**src/rtl/hps_pio_pkg.sv**
```systemverilog
// Shared constants for the HPS PIO bank: bus width, register word indices and
// the debounce counter sizing helper.
package hps_pio_pkg;

    localparam int unsigned BUS_W = 32;

    localparam logic [2:0] REG_DATA_IN  = 3'd0;
    localparam logic [2:0] REG_DATA_OUT = 3'd1;
    localparam logic [2:0] REG_OUT_SET  = 3'd2;
    localparam logic [2:0] REG_OUT_CLR  = 3'd3;
    localparam logic [2:0] REG_IRQ_MASK = 3'd4;
    localparam logic [2:0] REG_EDGE_CAP = 3'd5;
    localparam logic [2:0] REG_EDGE_SEL = 3'd6;
    localparam logic [2:0] REG_INFO     = 3'd7;

    // Wide enough to hold 0..cycles.
    function automatic int unsigned cnt_width(input int unsigned cycles);
        return (cycles < 1) ? 1 : $clog2(cycles + 1);
    endfunction

endpackage

```
**src/rtl/pio_debounce.sv**
```systemverilog
// One-bit input conditioner: 2-flop synchroniser, stability counter and
// debounced state, with combinational rise/fall pulses for the accepting cycle.
module pio_debounce
    import hps_pio_pkg::*;
#(
    parameter int unsigned DEBOUNCE_CYCLES = 50000,
    parameter logic        RST_VAL         = 1'b0
) (
    input  logic clk_i,
    input  logic rst_ni,
    input  logic din_i,
    output logic stable_o,
    output logic rise_o,
    output logic fall_o
);

    localparam int unsigned          CNT_W    = cnt_width(DEBOUNCE_CYCLES);
    localparam logic [CNT_W-1:0]     CNT_LAST = CNT_W'(DEBOUNCE_CYCLES - 1);

    logic             meta_q;
    logic             sync_q;
    logic             stable_q, stable_d;
    logic [CNT_W-1:0] cnt_q, cnt_d;
    logic             accept;

    always_comb begin
        stable_d = stable_q;
        cnt_d    = '0;
        accept   = 1'b0;
        if (sync_q != stable_q) begin
            if (cnt_q == CNT_LAST) begin
                accept   = 1'b1;
                stable_d = sync_q;
            end else begin
                cnt_d = cnt_q + CNT_W'(1);
            end
        end
    end

    always_ff @(posedge clk_i or negedge rst_ni) begin
        if (!rst_ni) begin
            meta_q   <= RST_VAL;
            sync_q   <= RST_VAL;
            stable_q <= RST_VAL;
            cnt_q    <= '0;
        end else begin
            meta_q   <= din_i;
            sync_q   <= meta_q;
            stable_q <= stable_d;
            cnt_q    <= cnt_d;
        end
    end

    // Pulses lead stable_q by one cycle so capture lands on the same edge.
    assign stable_o = stable_q;
    assign rise_o   = accept & sync_q;
    assign fall_o   = accept & ~sync_q;

endmodule

```
**src/rtl/hps_pio_bank.sv**
```systemverilog
// Avalon-MM PIO bank: debounced input bank with polarity-selectable edge
// capture and maskable irq, plus an output register with atomic set/clear.
module hps_pio_bank
    import hps_pio_pkg::*;
#(
    parameter int unsigned IN_W            = 10,
    parameter int unsigned OUT_W           = 10,
    parameter int unsigned DEBOUNCE_CYCLES = 50000,
    parameter logic [31:0] IN_RST_VAL      = '0
) (
    input  logic              clk_clk,
    input  logic              reset_reset_n,
    input  logic [2:0]        avs_address,
    input  logic              avs_read,
    input  logic              avs_write,
    input  logic [BUS_W-1:0]  avs_writedata,
    output logic [BUS_W-1:0]  avs_readdata,
    input  logic [IN_W-1:0]   pio_in_export,
    output logic [OUT_W-1:0]  pio_out_export,
    output logic              irq
);

    logic [IN_W-1:0]  stable, rise, fall;
    logic [OUT_W-1:0] dout_q, dout_d;
    logic [IN_W-1:0]  mask_q, mask_d;
    logic [IN_W-1:0]  cap_q, cap_d;
    logic [IN_W-1:0]  sel_q, sel_d;
    logic             irq_q, irq_d;
    logic [BUS_W-1:0] rdata_q, rdata_d;
    logic [IN_W-1:0]  wdata_in;
    logic [OUT_W-1:0] wdata_out;
    logic             unused_wdata;

    for (genvar g = 0; g < IN_W; g++) begin : g_deb
        pio_debounce #(
            .DEBOUNCE_CYCLES (DEBOUNCE_CYCLES),
            .RST_VAL         (IN_RST_VAL[g])
        ) u_deb (
            .clk_i    (clk_clk),
            .rst_ni   (reset_reset_n),
            .din_i    (pio_in_export[g]),
            .stable_o (stable[g]),
            .rise_o   (rise[g]),
            .fall_o   (fall[g])
        );
    end

    assign wdata_in     = avs_writedata[IN_W-1:0];
    assign wdata_out    = avs_writedata[OUT_W-1:0];
    assign unused_wdata = ^avs_writedata;

    always_comb begin
        dout_d = dout_q;
        mask_d = mask_q;
        sel_d  = sel_q;
        cap_d  = cap_q;
        if (avs_write) begin
            case (avs_address)
                REG_DATA_OUT: dout_d = wdata_out;
                REG_OUT_SET:  dout_d = dout_q | wdata_out;
                REG_OUT_CLR:  dout_d = dout_q & ~wdata_out;
                REG_IRQ_MASK: mask_d = wdata_in;
                REG_EDGE_CAP: cap_d  = cap_q & ~wdata_in;
                REG_EDGE_SEL: sel_d  = wdata_in;
                default: ;
            endcase
        end
        // New edges applied after the W1C so a colliding set wins.
        cap_d = cap_d | (rise & sel_q) | (fall & ~sel_q);
        irq_d = |(cap_q & mask_q);
    end

    always_comb begin
        rdata_d = rdata_q;
        if (avs_read) begin
            rdata_d = '0;
            case (avs_address)
                REG_DATA_IN:  rdata_d[IN_W-1:0]  = stable;
                REG_DATA_OUT: rdata_d[OUT_W-1:0] = dout_q;
                REG_IRQ_MASK: rdata_d[IN_W-1:0]  = mask_q;
                REG_EDGE_CAP: rdata_d[IN_W-1:0]  = cap_q;
                REG_EDGE_SEL: rdata_d[IN_W-1:0]  = sel_q;
                REG_INFO:     rdata_d = {8'd0, 8'(OUT_W), 8'd0, 8'(IN_W)};
                default: ;
            endcase
        end
    end

    always_ff @(posedge clk_clk or negedge reset_reset_n) begin
        if (!reset_reset_n) begin
            dout_q  <= '0;
            mask_q  <= '0;
            cap_q   <= '0;
            sel_q   <= '1;
            irq_q   <= 1'b0;
            rdata_q <= '0;
        end else begin
            dout_q  <= dout_d;
            mask_q  <= mask_d;
            cap_q   <= cap_d;
            sel_q   <= sel_d;
            irq_q   <= irq_d;
            rdata_q <= rdata_d;
        end
    end

    assign avs_readdata   = rdata_q;
    assign pio_out_export = dout_q;
    assign irq            = irq_q;

endmodule

```
**config.mk**
```make
export PLATFORM = sky130hd
export DESIGN_NAME = hps_pio_bank
export DESIGN_NICKNAME = d
export VERILOG_FILES = /design/src/rtl/hps_pio_pkg.sv /design/src/rtl/pio_debounce.sv /design/src/rtl/hps_pio_bank.sv
export SDC_FILE = /design/constraint.sdc
export NUM_CORES = 1
export LEC_CHECK = 0
export BUFFER_PORTS_ARGS = -buffer_cell sky130_fd_sc_hd__buf_2
export CAP_MARGIN = 20
export CORE_ASPECT_RATIO = 1.5
export CORE_MARGIN = 2
export CORE_UTILIZATION = 40
export CTS_CLUSTER_SIZE = 14
export DETAILED_ROUTE_END_ITERATION = 10
export SYNTH_ARGS = -nofsm -noshare
export SYNTH_HDL_FRONTEND = slang
export SYNTH_SLANG_ARGS = --single-unit
```
**constraint.sdc**
```tcl
create_clock -name clk_clk -period 1.9 [get_ports clk_clk]
set_input_delay 0.095 -clock clk_clk [delete_from_list [all_inputs] [get_ports clk_clk]]
set_output_delay 0.095 -clock clk_clk [all_outputs]
set_load 0.01 [all_outputs]
```
==> results.txt <==
Global routing finished with a remaining overflow of 0. The effective utilization at floorplan is between 40% and 50%. The number of antenna violations at the first check in global routing is 0.

In this run, CTS created clock tree buffers numbering 26. The number of buffers on the longest clock path came out at 3. After synthesis, the cell types taking the most area are dfrtp_1 (49%), xnor2_1 (8.7%), nor2_1 (6.6%). The mean number of vias per cell came out at around 5.

Counting both buffers and inverters, the worst setup path holds a total of 0. The final cell utilization of the core is a little under half. The highest clock rate came out at about 0.56 GHz.

Setup repair after global routing could not meet its margin everywhere. The signal on the critical path passes through nor4_1 -> nand3_1 -> nor4_1 -> mux2_2. The sum of internal, switching and leakage power is ~0.012 W.

In this run the standard cell core region covers about 29000 um^2. The total inserted antenna cells came out at 0. The total die area came out at just over 30000 um^2.

The area growth from synthesis to layout is 18.05%. The share of final-layout standard cells stronger than drive strength 1 came out at between 10% and 20%. The min-delay analysis places its worst path in the category in2reg.

Sequential cells were found to cover 51.51% of the synthesized design area. In this run the worst path has a maximum fanout of 4. The dominant delay contributor by cell family on the critical path is simple AND/OR/NAND/NOR gates. The worst setup path is captured at a flop. The number of flops mapped to enable cells by yosys came out at 0.

The largest stage delay on the critical path came out at around 0.42 ns. The final routed wire length divided by cell count is 14.91 um. The synthesized cell area came out at 11780 um^2. Among all flip-flop cells after synthesis, the most frequent one is dfrtp_1. The wire length of the first global-routing pass came out at between 40 and 50 mm.

Pin placement for this block handled 92 I/O pins. The remaining routing DRC violations came out at 0. The met3 demand-to-capacity share in global routing came out at 2.791%.

The final layout contains about 1.3k nets. The maximum number of pins on one net before global-route repair is 59. Counting flops and latches in the post-synthesis netlist gives around 240. The data arrival time of the critical path came out at about 2.2 ns.

The routability-driven placement congestion ratio came out at between 0.8 and 0.9. In the global route stage, met1 resource usage came out at about a fifth. STA classifies the critical path startpoint as a flop.

Across all register-to-register paths, the minimum setup slack is roughly 0.11 ns. The leakage component of the power is a little under 6 nW. Max-cap violations in this run came to 0. Detailed placement ended at an HPWL of between 15 and 20 mm.

The post-placement worst setup slack is between 0.003 and 0.004 ns. The chip height is about 210 um. The setup clock skew after layout came out at just over 0.009 ns. The final count of pins violating max slew came out at 0. The average cell area after synthesis came out at 10.27 um^2.

Synthesis produced around 1.1k cells. The number of global-route vias before repair came to slightly below 9k. The routed design has around 25 mm of wire.

The floorplan has a little under 80 rows. The smallest clock period supported by the final layout is computed as ~1.8 ns. The detail route stage leaves a number of antenna-violating nets equal to 0. The worst setup margin came out at 0.1069 ns. The count of final setup violators is 0. In this run the most used layer during global routing was met2. The share of Yosys cell area claimed by the top area cell type came out at 49.28%. In the global route stage, met2 resource usage came out at 29.65%.

The die width is between 100 and 150 um. The worst setup path is of the reg2reg kind. The ratio of final minimum period to clock period came out at 94.37%. The H-tree depth is 1. The number of search-and-repair iterations in the first detailed-routing pass is 4. Input and output buffers added on the ports amount to 49. The cell at the root of the clock tree is clkbuf_16.

The first routing iteration left between 300 and 400 violations. The largest voltage drop on the vdd net came out at about 730 uV. The vias after detailed routing came out at 8506. The run finished with clean final reports. The biggest area contributor in the post-synthesis netlist is dfrtp_1.

The TritonCTS clock tree is yes. The fraction of registers with async set or reset after synthesis is 100.0%. The number of fill cells is 2738. The largest individual stage delay along the critical path comes from the cell dfrtp_1. The count of endpoints failing hold in the final timing report is 0. In this design, the critical path's most frequently occurring cell is nor4_1. The clock-pin transition on the worst setup and hold timing paths is 0.06 ns. During synthesis, Yosys emitted a total of 0 warnings. The clock sink count is roughly 240. The post-route setup TNS is 0 ns. Power spread over the standard cell area amounts to ~860 nW/um^2. The clock latency of the later-clocked register in the worst-skew pair is approximately 0.53 ns. The aggregate global-route resource usage is 16.79%. The required time at the endpoint of the critical path is between 2 and 2.5 ns. The post-synthesis cell type count is 46.
[state kept, by name, summed over array words and instances (netlist names), 10 cells and up]
name                  count
g_deb.u_deb.stable_o     10
mask_q                   10
cap_q                    10
pio_out_export           10
g_deb.u_deb.cnt_q       160
sel_q                    10
g_deb.u_deb.sync_q       10
g_deb.u_deb.meta_q       10
avs_readdata             11
[routing by layer]
metal  part of all wire, %  vias up  wire [um]
met1                    42     4180      10590
met2                    51      130      12820
met3                   4.3       35       1089
met4                   2.3        0        574
met5                     0        -          0
li1                      -     4161          -
[layout make-up]
cell class | count | area [um^2] | area share [%]
repair buffers | 117 | 874.6 | 6.288
multi-input cells | 839 | 5384 | 38.71
clock inverters | 11 | 160.2 | 1.151
flip-flops and latches | 242 | 6068 | 43.63
clock buffers | 37 | 773.2 | 5.560
well taps | 395 | 494.2 | 3.553
inverters | 41 | 153.9 | 1.107
[cells in the mapped netlist, types with 22 or more instances]
library cell    n
mux2_2         39
xor2_1         34
nor2_1        206
inv_1          41
nor4_1         56
nand2_1        69
xnor2_1       117
a21oi_1        23
o21ai_0        22
dfrtp_1       232
nor3_1         39
nand3_1        58
nand4_1        39
buf_4          23
[path summary, 6_finish.rpt]
kind,cells after the start,from,endpoint
max in group asynchronous,3,reset_reset_n,sel_q[8]
worst min-delay path,2,avs_read,avs_readdata[0]
worst max-delay path,4,g_deb[2].u_deb.cnt_q[12],g_deb[2].u_deb.stable_o
worst min register to register,0,g_deb[1].u_deb.meta_q,g_deb[1].u_deb.sync_q
worst max register to register,4,g_deb[2].u_deb.cnt_q[12],g_deb[2].u_deb.stable_o
min in group asynchronous,2,reset_reset_n,g_deb[4].u_deb.cnt_q[9]
[worst reg2reg max path, cell delays in order (launching register included)]
cell	delay [ns]
dfrtp_1	0.42
nor4_1	0.29
nand3_1	0.18
nor4_1	0.42
mux2_2	0.38
[through the flow]
step                hold slack (ns)  instances  cell area (um^2)
finish                      0.02523       1682             13910
global route                0.03540       1682             13910
CTS                       0.0003326       1680             13830
detailed placement          0.06931       1610             12670
global placement            0.06921       1610             12670
floorplan                   -0.2006       1166             11850
[report_power, final]
part | leakage, nW | switching [W] | internal [W] | total, W
clock network | 0.457 | 0.00206 | 0.00337 | 0.00542
logic | 2.10 | 0.000486 | 0.000393 | 0.000879
registers | 3.22 | 0.000211 | 0.00542 | 0.00563
[cell families after synthesis]
group / share of synthesized area (%)
simple gates: 21.45
other cells: 0.03183
xor+xnor: 11.23
flops: 51.51
buf+inv: 3.972
fa+ha+maj: 1.062
compound gates: 6.425
mux: 4.322
[cells in the final DEF (no fill, tap or decap), drive strengths merged, types with 5 or more instances in the layout]
cell         instances
nor3                39
a21oi               23
o21ai               22
ha                  10
dlygate4sd3         22
inv                 41
nand3               60
dfstp               10
nor2               206
dfrtp              232
clkbuf              37
a22oi                8
mux2                39
a211oi               7
a22o                10
conb                20
xnor2              117
and2                 7
xor2                34
nand2b              12
nand2               69
mux2i                7
nand4               39
buf                 95
clkinv               5
nor4                56
o41ai                9
nand3b              13
[what timing repair did]
item,in CTS,in global routing
pin swaps,0,2
resized for setup,2,9
endpoints found under the setup margin,2,7
hold buffers,22,0
buffers inserted,0,2
endpoints found under the hold margin,285,0
No activity file was read; power rests on OpenSTA's default activity.
